<file path="config.mk">
export PLATFORM = sky130hd
export DESIGN_NAME = fetch_queue_flat
export DESIGN_NICKNAME = d
export VERILOG_FILES = /design/src/rtl/fetch_queue_if.sv /design/src/rtl/fetch_queue.sv /design/src/flat_wrapper.sv
export SDC_FILE = /design/constraint.sdc
export NUM_CORES = 1
export LEC_CHECK = 0
export BUFFER_PORTS_ARGS = -buffer_cell sky130_fd_sc_hd__clkbuf_2
export CAP_MARGIN = 20
export CORE_MARGIN = 2
export CORE_UTILIZATION = 35
export DETAILED_ROUTE_END_ITERATION = 8
export MAX_ROUTING_LAYER = met4
export PLACE_DENSITY = 0.54
export SLEW_MARGIN = 10
export SYNTH_ARGS = -nofsm -noshare
export SYNTH_HDL_FRONTEND = slang
export SYNTH_SLANG_ARGS = --single-unit
</file>
<file path="constraint.sdc">
create_clock -name CLK -period 3.08 [get_ports CLK]
set_input_delay 0.308 -clock CLK [delete_from_list [all_inputs] [get_ports CLK]]
set_output_delay 0.308 -clock CLK [all_outputs]
set_load 0.05 [all_outputs]
</file>
<file path="src/rtl/fetch_queue_if.sv">
// fetch_queue_if: bus bundle between the fetch front end, the MMU instruction
// port, the redirect/stall controls and decode stage 1.
//   FLUSH/NEW_PC/STALL            : redirect and stall controls from downstream
//   INST_RDEN/INST_RIADDR         : pipelined in-order MMU read request
//   INST_RVALID/ROADDR/RDATA      : MMU response (address-tagged)
//   OUT_VALID/PC/DATA/COUNT       : FIFO head presented to decode, occupancy
// slave is the fetch queue side, master is the driver (controls + MMU + decode).
interface fetch_queue_if #(
    parameter int unsigned DEPTH = 4
);
    localparam int unsigned CW = $clog2(DEPTH) + 1;

    logic          FLUSH;
    logic [31:0]   NEW_PC;
    logic          STALL;
    logic          INST_RDEN;
    logic [31:0]   INST_RIADDR;
    logic [31:0]   INST_ROADDR;
    logic          INST_RVALID;
    logic [31:0]   INST_RDATA;
    logic          OUT_VALID;
    logic [31:0]   OUT_PC;
    logic [31:0]   OUT_DATA;
    logic [CW-1:0] OUT_COUNT;

    modport slave (
        input  FLUSH, NEW_PC, STALL, INST_ROADDR, INST_RVALID, INST_RDATA,
        output INST_RDEN, INST_RIADDR, OUT_VALID, OUT_PC, OUT_DATA, OUT_COUNT
    );

    modport master (
        output FLUSH, NEW_PC, STALL, INST_ROADDR, INST_RVALID, INST_RDATA,
        input  INST_RDEN, INST_RIADDR, OUT_VALID, OUT_PC, OUT_DATA, OUT_COUNT
    );
endinterface

</file>
<file path="src/rtl/fetch_queue.sv">
// fetch_queue: instruction-fetch front end. Keeps up to DEPTH requests
// buffered or in flight against a pipelined in-order MMU port, buffers the
// returned instructions in a FIFO and presents the head to decode.
// Ports:
//   CLK  : clock
//   RST  : asynchronous active-high reset
//   fq   : fetch_queue_if.slave (controls, MMU request/response, decode head)
module fetch_queue #(
    parameter int unsigned DEPTH      = 4,
    parameter logic [31:0] START_ADDR = 32'h0000_0000,
    parameter logic [31:0] NOP_INST   = 32'h0000_0013
) (
    input  logic CLK,
    input  logic RST,
    fetch_queue_if.slave fq
);
    localparam int unsigned PW = $clog2(DEPTH);
    localparam int unsigned CW = PW + 1;

    logic [31:0]   pc_q, pc_d;
    logic [31:0]   exp_q, exp_d;
    logic [CW-1:0] outst_q, outst_d;
    logic [CW-1:0] count_q, count_d;
    logic [PW-1:0] rd_q, rd_d;
    logic [PW-1:0] wr_q, wr_d;

    logic [31:0]   pc_mem_q   [DEPTH];
    logic [31:0]   data_mem_q [DEPTH];

    logic          issue_c;
    logic          accept_c;
    logic          pop_c;
    logic          empty_c;
    logic [CW-1:0] inflight_c;
    logic          unused_ok_c;

    // Credit: buffered + outstanding never exceeds DEPTH, so a push never overflows.
    assign inflight_c = count_q + outst_q;
    assign empty_c    = (count_q == '0);
    assign issue_c    = !RST && !fq.FLUSH && (inflight_c < CW'(DEPTH));
    // Only the next in-order address is accepted; stale responses fall through.
    assign accept_c   = fq.INST_RVALID && (fq.INST_ROADDR == exp_q) && !fq.FLUSH;
    assign pop_c      = !empty_c && !fq.STALL && !fq.FLUSH;

    assign unused_ok_c = &{1'b0, fq.NEW_PC[1:0]};

    // Next-state: flush overrides issue, accept and pop.
    always_comb begin
        pc_d    = pc_q;
        exp_d   = exp_q;
        outst_d = outst_q;
        count_d = count_q;
        rd_d    = rd_q;
        wr_d    = wr_q;
        if (fq.FLUSH) begin
            pc_d    = {fq.NEW_PC[31:2], 2'b00};
            exp_d   = {fq.NEW_PC[31:2], 2'b00};
            outst_d = '0;
            count_d = '0;
            rd_d    = '0;
            wr_d    = '0;
        end else begin
            if (issue_c) begin
                pc_d = pc_q + 32'd4;
            end
            if (accept_c) begin
                exp_d = exp_q + 32'd4;
                wr_d  = wr_q + PW'(1);
            end
            if (pop_c) begin
                rd_d = rd_q + PW'(1);
            end
            count_d = count_q + CW'(accept_c) - CW'(pop_c);
            // Saturating decrement: a stale match after flush may arrive with nothing issued.
            outst_d = outst_q + CW'(issue_c) - CW'(accept_c && (outst_q != '0));
        end
    end

    // Control state register.
    always_ff @(posedge CLK or posedge RST) begin
        if (RST) begin
            pc_q    <= START_ADDR;
            exp_q   <= START_ADDR;
            outst_q <= '0;
            count_q <= '0;
            rd_q    <= '0;
            wr_q    <= '0;
        end else begin
            pc_q    <= pc_d;
            exp_q   <= exp_d;
            outst_q <= outst_d;
            count_q <= count_d;
            rd_q    <= rd_d;
            wr_q    <= wr_d;
        end
    end

    // FIFO storage; contents are qualified by count so no reset is needed.
    always_ff @(posedge CLK) begin
        if (accept_c) begin
            pc_mem_q[wr_q]   <= fq.INST_ROADDR;
            data_mem_q[wr_q] <= fq.INST_RDATA;
        end
    end

    // Head presentation and MMU request.
    assign fq.OUT_VALID   = !empty_c;
    assign fq.OUT_PC      = empty_c ? 32'h0 : pc_mem_q[rd_q];
    assign fq.OUT_DATA    = empty_c ? NOP_INST : data_mem_q[rd_q];
    assign fq.OUT_COUNT   = count_q;
    assign fq.INST_RDEN   = issue_c;
    assign fq.INST_RIADDR = pc_q;

endmodule

</file>
<file path="src/flat_wrapper.sv">
// flat-port wrapper written by rule: the top's interface ports become plain ports
module fetch_queue_flat 
#(
    parameter int unsigned DEPTH      = 4,
    parameter logic [31:0] START_ADDR = 32'h0000_0000,
    parameter logic [31:0] NOP_INST   = 32'h0000_0013
)
  (CLK, RST, fq_FLUSH, fq_NEW_PC, fq_STALL, fq_INST_ROADDR, fq_INST_RVALID, fq_INST_RDATA, fq_INST_RDEN, fq_INST_RIADDR, fq_OUT_VALID, fq_OUT_PC, fq_OUT_DATA, fq_OUT_COUNT);
  fetch_queue_if #(.DEPTH(DEPTH)) fq_i ();
  input  logic CLK;
  input  logic RST;
  input wire logic [$bits(fq_i.FLUSH)-1:0] fq_FLUSH;
  input wire logic [$bits(fq_i.NEW_PC)-1:0] fq_NEW_PC;
  input wire logic [$bits(fq_i.STALL)-1:0] fq_STALL;
  input wire logic [$bits(fq_i.INST_ROADDR)-1:0] fq_INST_ROADDR;
  input wire logic [$bits(fq_i.INST_RVALID)-1:0] fq_INST_RVALID;
  input wire logic [$bits(fq_i.INST_RDATA)-1:0] fq_INST_RDATA;
  output wire logic [$bits(fq_i.INST_RDEN)-1:0] fq_INST_RDEN;
  output wire logic [$bits(fq_i.INST_RIADDR)-1:0] fq_INST_RIADDR;
  output wire logic [$bits(fq_i.OUT_VALID)-1:0] fq_OUT_VALID;
  output wire logic [$bits(fq_i.OUT_PC)-1:0] fq_OUT_PC;
  output wire logic [$bits(fq_i.OUT_DATA)-1:0] fq_OUT_DATA;
  output wire logic [$bits(fq_i.OUT_COUNT)-1:0] fq_OUT_COUNT;
  assign fq_i.FLUSH = fq_FLUSH;
  assign fq_i.NEW_PC = fq_NEW_PC;
  assign fq_i.STALL = fq_STALL;
  assign fq_i.INST_ROADDR = fq_INST_ROADDR;
  assign fq_i.INST_RVALID = fq_INST_RVALID;
  assign fq_i.INST_RDATA = fq_INST_RDATA;
  assign fq_INST_RDEN = fq_i.INST_RDEN;
  assign fq_INST_RIADDR = fq_i.INST_RIADDR;
  assign fq_OUT_VALID = fq_i.OUT_VALID;
  assign fq_OUT_PC = fq_i.OUT_PC;
  assign fq_OUT_DATA = fq_i.OUT_DATA;
  assign fq_OUT_COUNT = fq_i.OUT_COUNT;
  fetch_queue #(.DEPTH(DEPTH), .START_ADDR(START_ADDR), .NOP_INST(NOP_INST)) u_core (.CLK(CLK), .RST(RST), .fq(fq_i));
endmodule
</file>
==> results of run 1 <==
## through the flow
step	cells	worst slack (ns)	hold slack, ns	setup TNS, ns
CTS	1712	0.0717	0.000147	0
global route	1715	0.00413	0.00531	0
finish	1715	0.239	0.0257	0
floorplan	889	0.129	0.407	0
detailed placement	1627	-0.00264	0.277	-0.00264
global placement	1627	0.000252	0.294	0
## power by group through the flow
stage / logic (mW) / clock network, mW / registers [mW]
global route: 4.21 / 4.84 / 5.08
finish: 3.93 / 4.54 / 5.05
floorplan: 2.70 / 0 / 5.28
CTS: 4.02 / 4.67 / 5.06
detailed placement: 3.99 / 0 / 5.15
global placement: 3.97 / 0 / 5.14
## logic make-up after synthesis
group	after synthesis
AO/OA/AOI/OAI	85
XOR/XNOR	65
adder cells (fa/ha/maj)	13
buffers and inverters	63
flip-flops	326
multiplexers	74
other	1
AND/OR/NAND/NOR	261
## synthesized netlist by cell type (17+ instances only)
master,n,area (um2)
edfxtp_1,256,7690
dfrtp_1,70,1750
and2_1,68,425
mux4_2,64,1440
xnor2_1,46,403
nand4_1,29,181
o31a_1,29,254
nand2_1,27,101
nor2_1,27,101
nand3_1,26,130
clkbuf_1,21,78.8
inv_1,20,75.1
nor3_1,18,90.1
xor2_1,18,158
nand2b_1,17,106
## metal layers
metal,vias up,global-route usage [%],share of wire (%)
met4,0,3.65,1.6
li1,3986,-,-
met2,233,27.5,48
met1,4341,22.9,45
met5,-,-,0
met3,40,3.21,5.4
## registers in the layout, indices dropped and copies added (netlist names)
| signal | count |
|---|---|
| u_core.fq.OUT_COUNT | 3 |
| u_core.rd_q | 2 |
| u_core.pc_mem_q | 128 |
| u_core.exp_q | 30 |
| u_core.outst_q | 3 |
| u_core.data_mem_q | 128 |
| u_core.fq.INST_RIADDR | 30 |
| u_core.wr_q | 2 |
## area by class of cell
type,instances,area share [%]
Tap cell,525,3.71
Antenna cell,3,0.0424
Timing Repair Buffer,271,9.95
Clock inverter,22,1.48
Sequential cell,326,53.4
Clock buffer,46,5.67
Multi-Input combinational cell,500,25.3
Inverter,22,0.467
## how the worst max path moves through the flow
stage / startpoint / to / slack (ns) / cells after the start
floorplan: u_core.fq.OUT_COUNT[1] / u_core.outst_q[2] / 0.13 / 12
global placement: fq_INST_ROADDR[1] / u_core.outst_q[2] / 0.0003 / 15
detailed placement: fq_INST_ROADDR[1] / u_core.outst_q[2] / -0.003 / 15
CTS: u_core.exp_q[22] / u_core.outst_q[2] / 0.07 / 13
global route: u_core.exp_q[5] / u_core.outst_q[2] / 0.004 / 14
finish: u_core.rd_q[0] / fq_OUT_DATA[0] / 0.24 / 4
## placed cells by master, fill, tap and decap left out, types with 5 or more instances in the layout
cell / instances
a21boi_0: 10
a21oi_1: 7
a31oi_1: 9
and2_1: 64
and3_1: 9
buf_12: 14
buf_4: 43
bufinv_16: 6
clkbuf_1: 7
clkbuf_16: 39
clkbuf_2: 197
clkinv_1: 7
clkinv_2: 7
dfrtp_1: 68
dlygate4sd3_1: 17
edfxtp_1: 256
ha_1: 11
inv_1: 18
mux2_2: 5
mux2i_1: 5
mux4_2: 64
nand2_1: 27
nand2b_1: 17
nand3_1: 26
nand4_1: 29
nor2_1: 27
nor3_1: 18
nor4_1: 13
o21a_1: 14
o21ai_0: 5
o31a_1: 29
or3_1: 5
or4_1: 5
xnor2_1: 44
xor2_1: 18
## repair_timing
action,4_1_cts,5_1_grt
hold buffers,17,0
hold endpoints to repair,60,0
resized for setup,0,3
setup buffers,0,0
setup endpoints to repair,0,2
==> metrics.md, run 1 <==
| Metric | Value |
|---|---|
| Status | completed |
| Hold depth | 1 |
| Area post-placement | 16200 um2 |
| GRT Total Usage | 17.2% |
| R2r setup slk | 0.25 ns |
| Worst path top cell family by delay | flip-flops |
| Max Freq | 352 MHz |
| PortBufs | 197 |
| Chip Height | 205 um |
| Synth Warn # | 0 |
| FILL cells | 3653 |
| Synth-to-layout area growth | 25.2% |
| Clock Root Buffer | clkbuf_16 |
| Hold EP | u_core.data_mem_q[1][5] |
| Max-slew violation count | 0 |
| CTS tree | yes |
| Number of synthesized flops with an enable pin | 256 |
| Initial Util | 35.5% |
| Cells on worst reg2reg path | 13 |
| Final Skew | 0.0227 ns |
| Min-delay src | fq_INST_RDATA[5] |
| Register bit total from synthesis | 326 |
| P_sw | 4.63 mW |
| Initial drt markers | 400 |
| CTS sink cnt | 326 |
| Ratio of final minimum period to clock period | 92.3% |
| Synth Area in Compound Gates | 4.51% |
| Crit start category | flip-flop |
| Critical path fanouts, max | 16 |
| Max stage delay on crit path | 0.63 ns |
| Post-DRT Antenna Nets | 0 |
| Sequential share of the synthesized area | 66.8% |
| Slew @ Worst Pin | 0.585 ns |
| Syn Std Cell Area | 14100 um2 |
| Pleak | 6.40 nW |
| Clock Power Share | 33.6% |
| Fin. Hold Viols | 0 |
| Mapped Cells | 888 |
| Ys async rst share | 21.5% |
| Crit Path Class | reg -> out |
| Design area | 17700 um2 |
| WP buf/inv | 2 |
| Clock Latency Late Sink | 0.53 ns |
| Share of power burned in combinational logic | 29.1% |
| RSZ-0062 raised after global routing | false |
| Htree depth | 2 |
| Worst path arrival time | 2.53 ns |
| Max_slew headroom | 61.0% |
| Initial antenna violation count | 3 |
| Post-synthesis xor/xnor area fraction | 4.08% |
| CP max stage cell | dfrtp_4 |
| Ys flop type | edfxtp_1 |
| Sequential Power Share | 37.4% |
| TritonCTS buffer count | 37 |
| Largest family of logic cells by synthesized area | multiplexers |
| Peak supply drop | 0.000372 V |
| Via count | 8600 |
| Maximum clock path buffer count | 3 |
| Clk slew on worst S/H paths | 0.06 ns |
| Yosys cell types | 51 |
| Routed WL | 34.3 mm |
| Tmin final | 2.84 ns |
| Reg2reg end | u_core.outst_q[2] |
| Drt drc | 0 |
| DR WL/cell | 20.0 um |
| Power Total | 13.5 mW |
| Post-synthesis mux area share | 11.0% |
| Worst hold-check path type | in -> reg |
| Sequential cell area | 9450 um2 |
| DR pass1 iterations | 4 |
| Post-DP HPWL | 23.3 mm |
| Final setup vio count | 0 |
| RePlAce Congestion | 0.814 |
| Standard-cell rows | 73 |
| Post-synthesis adder-cell area fraction | 1.26% |
| Max Cap Viol | 0 |
| CP required | 2.77 ns |
| I/O pins | 202 |
| Worst r2r src | u_core.exp_q[22] |
| Final core occ | 44.4% |
| Sw frac | 34.2% |
| Crit. End Element | output pin |
| Layout cells sized above 1 | 33.6% |
| Area of the multi-input gates | 4470 um2 |
| Die X | 205 um |
| PD cells | 765 nW/um2 |
| DIE AREA | 42000 um2 |
| Worst path cell trace | buf_4, mux4_2, or2_2, clkbuf_2 |
| Global-route wire length before repair | 52.9 mm |
| CORE AREA | 39800 um2 |
| Internal Power | 8.90 mW |
| Largest net degree at the start of global routing | 52 |
| Vias in the first global route | 8951 |
| Syn avg cell area | 15.9 um2 |
| Layout Nets | 1272 |
| Total grt overflow | 0 |
| Post-Synth Simple-Gate Area | 10.6% |
| Via density per instance | 5.01 |
No activity file was read; power rests on OpenSTA's default activity.
==> run 2, diff against run 1 <==
- BUFFER_PORTS_ARGS: -buffer_cell sky130_fd_sc_hd__clkbuf_2 -> -buffer_cell sky130_fd_sc_hd__buf_4
==> metrics.md, run 2 (synthesis results as in run 1) <==
| Metric | Value |
|---|---|
| DR WL/cell | 19.8 um |
| Layout Nets | 1322 |
| P_sw | 4.71 mW |
| Non-Filler Instances | 1765 |
| Routed WL | 34.9 mm |
| Clock Latency Late Sink | 0.56 ns |
| Critical path fanouts, max | 5 |
| Status | completed |
| Initial Util | 35.5% |
| Most frequent cells in the layout | 256 x edfxtp_1, 243 x buf_4, 68 x dfrtp_1 |
| Commonest non-fill, non-tap cell in the layout | edfxtp_1 |
| Initial drt markers | 471 |
| Top flop regs | u_core.data_mem_q (128), u_core.pc_mem_q (128) |
| Fin. Hold Viols | 0 |
| Crit start category | input port |
| CORE AREA | 39800 um2 |
| Vias in the first global route | 9154 |
| Max Freq | 340 MHz |
| Via count | 8794 |
| Share of power burned in combinational logic | 30.1% |
| RSZ-0062 raised after global routing | false |
| Worst path arrival time | 3.36 ns |
| Htree depth | 2 |
| Chip Height | 205 um |
| Global-route wire length before repair | 53.6 mm |
| Cells on worst reg2reg path | 13 |
| Slew @ Worst Pin | 0.649 ns |
| Worst setup path end | u_core.outst_q[2] |
| DR pass1 iterations | 5 |
| Placed Cells incl. Taps | 1629 |
| GRT Total Usage | 17.5% |
| Final Skew | 0.0334 ns |
| Largest net degree at the start of global routing | 46 |
| Worst hold-check path type | in -> reg |
| Total grt overflow | 0 |
| Setup TNS | 0 ns |
| R2r setup slk | 0.17 ns |
| Layout cells sized above 1 | 32.8% |
| Crit. End Element | flip-flop |
| DIE AREA | 42000 um2 |
| Reg2reg end | u_core.outst_q[2] |
| CP required | 3.50 ns |
| RePlAce Congestion | 0.802 |
| Post-DRT Antenna Nets | 0 |
| Power Total | 14.3 mW |
| Ratio of final minimum period to clock period | 95.6% |
| Sequential Power Share | 35.3% |
| Initial antenna violation count | 2 |
| Standard-cell rows | 73 |
| Tmin final | 2.94 ns |
| Final setup vio count | 0 |
| Pleak | 6.80 nW |
| Clock Root Buffer | clkbuf_16 |
| TritonCTS buffer count | 38 |
| Die X | 205 um |
| Sw frac | 32.9% |
| Maximum clock path buffer count | 3 |
| Synth-to-layout area growth | 32.8% |
| Drt drc | 0 |
| CTS tree | yes |
| Crit Path Class | in -> reg |
| Peak supply drop | 0.000322 V |
| Clock Power Share | 34.6% |
| Max-slew violation count | 0 |
| Max Cap Viol | 0 |
| Max_slew headroom | 56.7% |
| I/O pins | 202 |
| Post-DP HPWL | 23.9 mm |
| CP Launch Point | fq_INST_ROADDR[2] |
| Via density per instance | 4.98 |
| Clk slew on worst S/H paths | 0.06 ns |
| CTS sink cnt | 326 |
| PD cells | 762 nW/um2 |
| PortBufs | 197 |
| Internal Power | 9.59 mW |
| Worst r2r src | u_core.exp_q[22] |
run 2: worst max-delay path, cell delays in order:
cell and delay, ns:
dlygate4sd3_1 0.56, buf_4 0.16, xnor2_1 0.14, buf_4 0.15
nand3_2 0.09, nor4_2 0.35, nand4_1 0.24, nor2_2 0.16
o31a_1 0.15, ha_1 0.22, inv_1 0.05, ha_1 0.13
inv_1 0.05, fa_1 0.37, xnor2_1 0.16, nor2_1 0.05
run 2: repair_timing:
| item | 4_1_cts | 5_1_grt |
|---|---|---|
| endpoints found under the hold margin | 263 | 0 |
| endpoints found under the setup margin | 0 | 2 |
| gates resized for setup | 0 | 3 |
| setup buffers | 0 | 0 |
| hold buffers | 64 | 0 |
run 2: power by group through the flow:
| stage | Combinational, mW | Clock [mW] | Sequential, mW |
|---|---|---|---|
| floorplan | 2.70 | 0 | 5.28 |
| global placement | 4.29 | 0 | 5.13 |
| detailed placement | 4.31 | 0 | 5.13 |
| CTS | 4.39 | 5.10 | 5.05 |
| global route | 4.57 | 5.28 | 5.07 |
| finish | 4.31 | 4.95 | 5.04 |
run 2: metal layers:
layer	GRT usage, %	vias up	wire [um]
met5	-	-	0
met1	23.2	4433	15800
met3	3.05	40	1680
met4	4.88	0	600
met2	27.6	227	16900
li1	-	4094	-
run 2: how the worst min path moves through the flow:
stage                  startpoint                        to  slack, ns  cells past startpoint
6_report       fq_INST_ROADDR[10]    u_core.pc_mem_q[2][10]       0.03                      1
4_1_cts         fq_INST_ROADDR[9]     u_core.pc_mem_q[2][9]      0.005                      1
2_1_floorplan    fq_INST_RDATA[0]   u_core.data_mem_q[0][0]       0.41                      0
3_5_place_dp                  RST  u_core.fq.INST_RIADDR[5]       0.45                      2
3_3_place_gp                  RST  u_core.fq.INST_RIADDR[5]       0.45                      2
5_1_grt        fq_INST_ROADDR[10]    u_core.pc_mem_q[3][10]       0.01                      1
run 2: through the flow:
stage / setup WS, ns / hold WS [ns] / cell area [um2] / util, %
after CTS: 0.0137 / 0.00526 / 18800 / 47.1
final: 0.136 / 0.0268 / 18800 / 47.1
after global routing: 0.00768 / 0.0107 / 18800 / 47.1
after detailed placement: 0.0266 / 0.446 / 16700 / 42.0
after floorplan: 0.129 / 0.407 / 14100 / -
after global placement: 0.0497 / 0.446 / 16700 / 42.0
run 2: area by class of cell:
type                    count  area [um2]
fillers                  3586       21000
flip-flops and latches    326        9450
multi-input cells         500        4470
repair buffers            320        2730
clock buffers              47        1050
well taps                 525         657
clock inverters            23         344
inverters                  22        82.6
diodes                      2        5.00
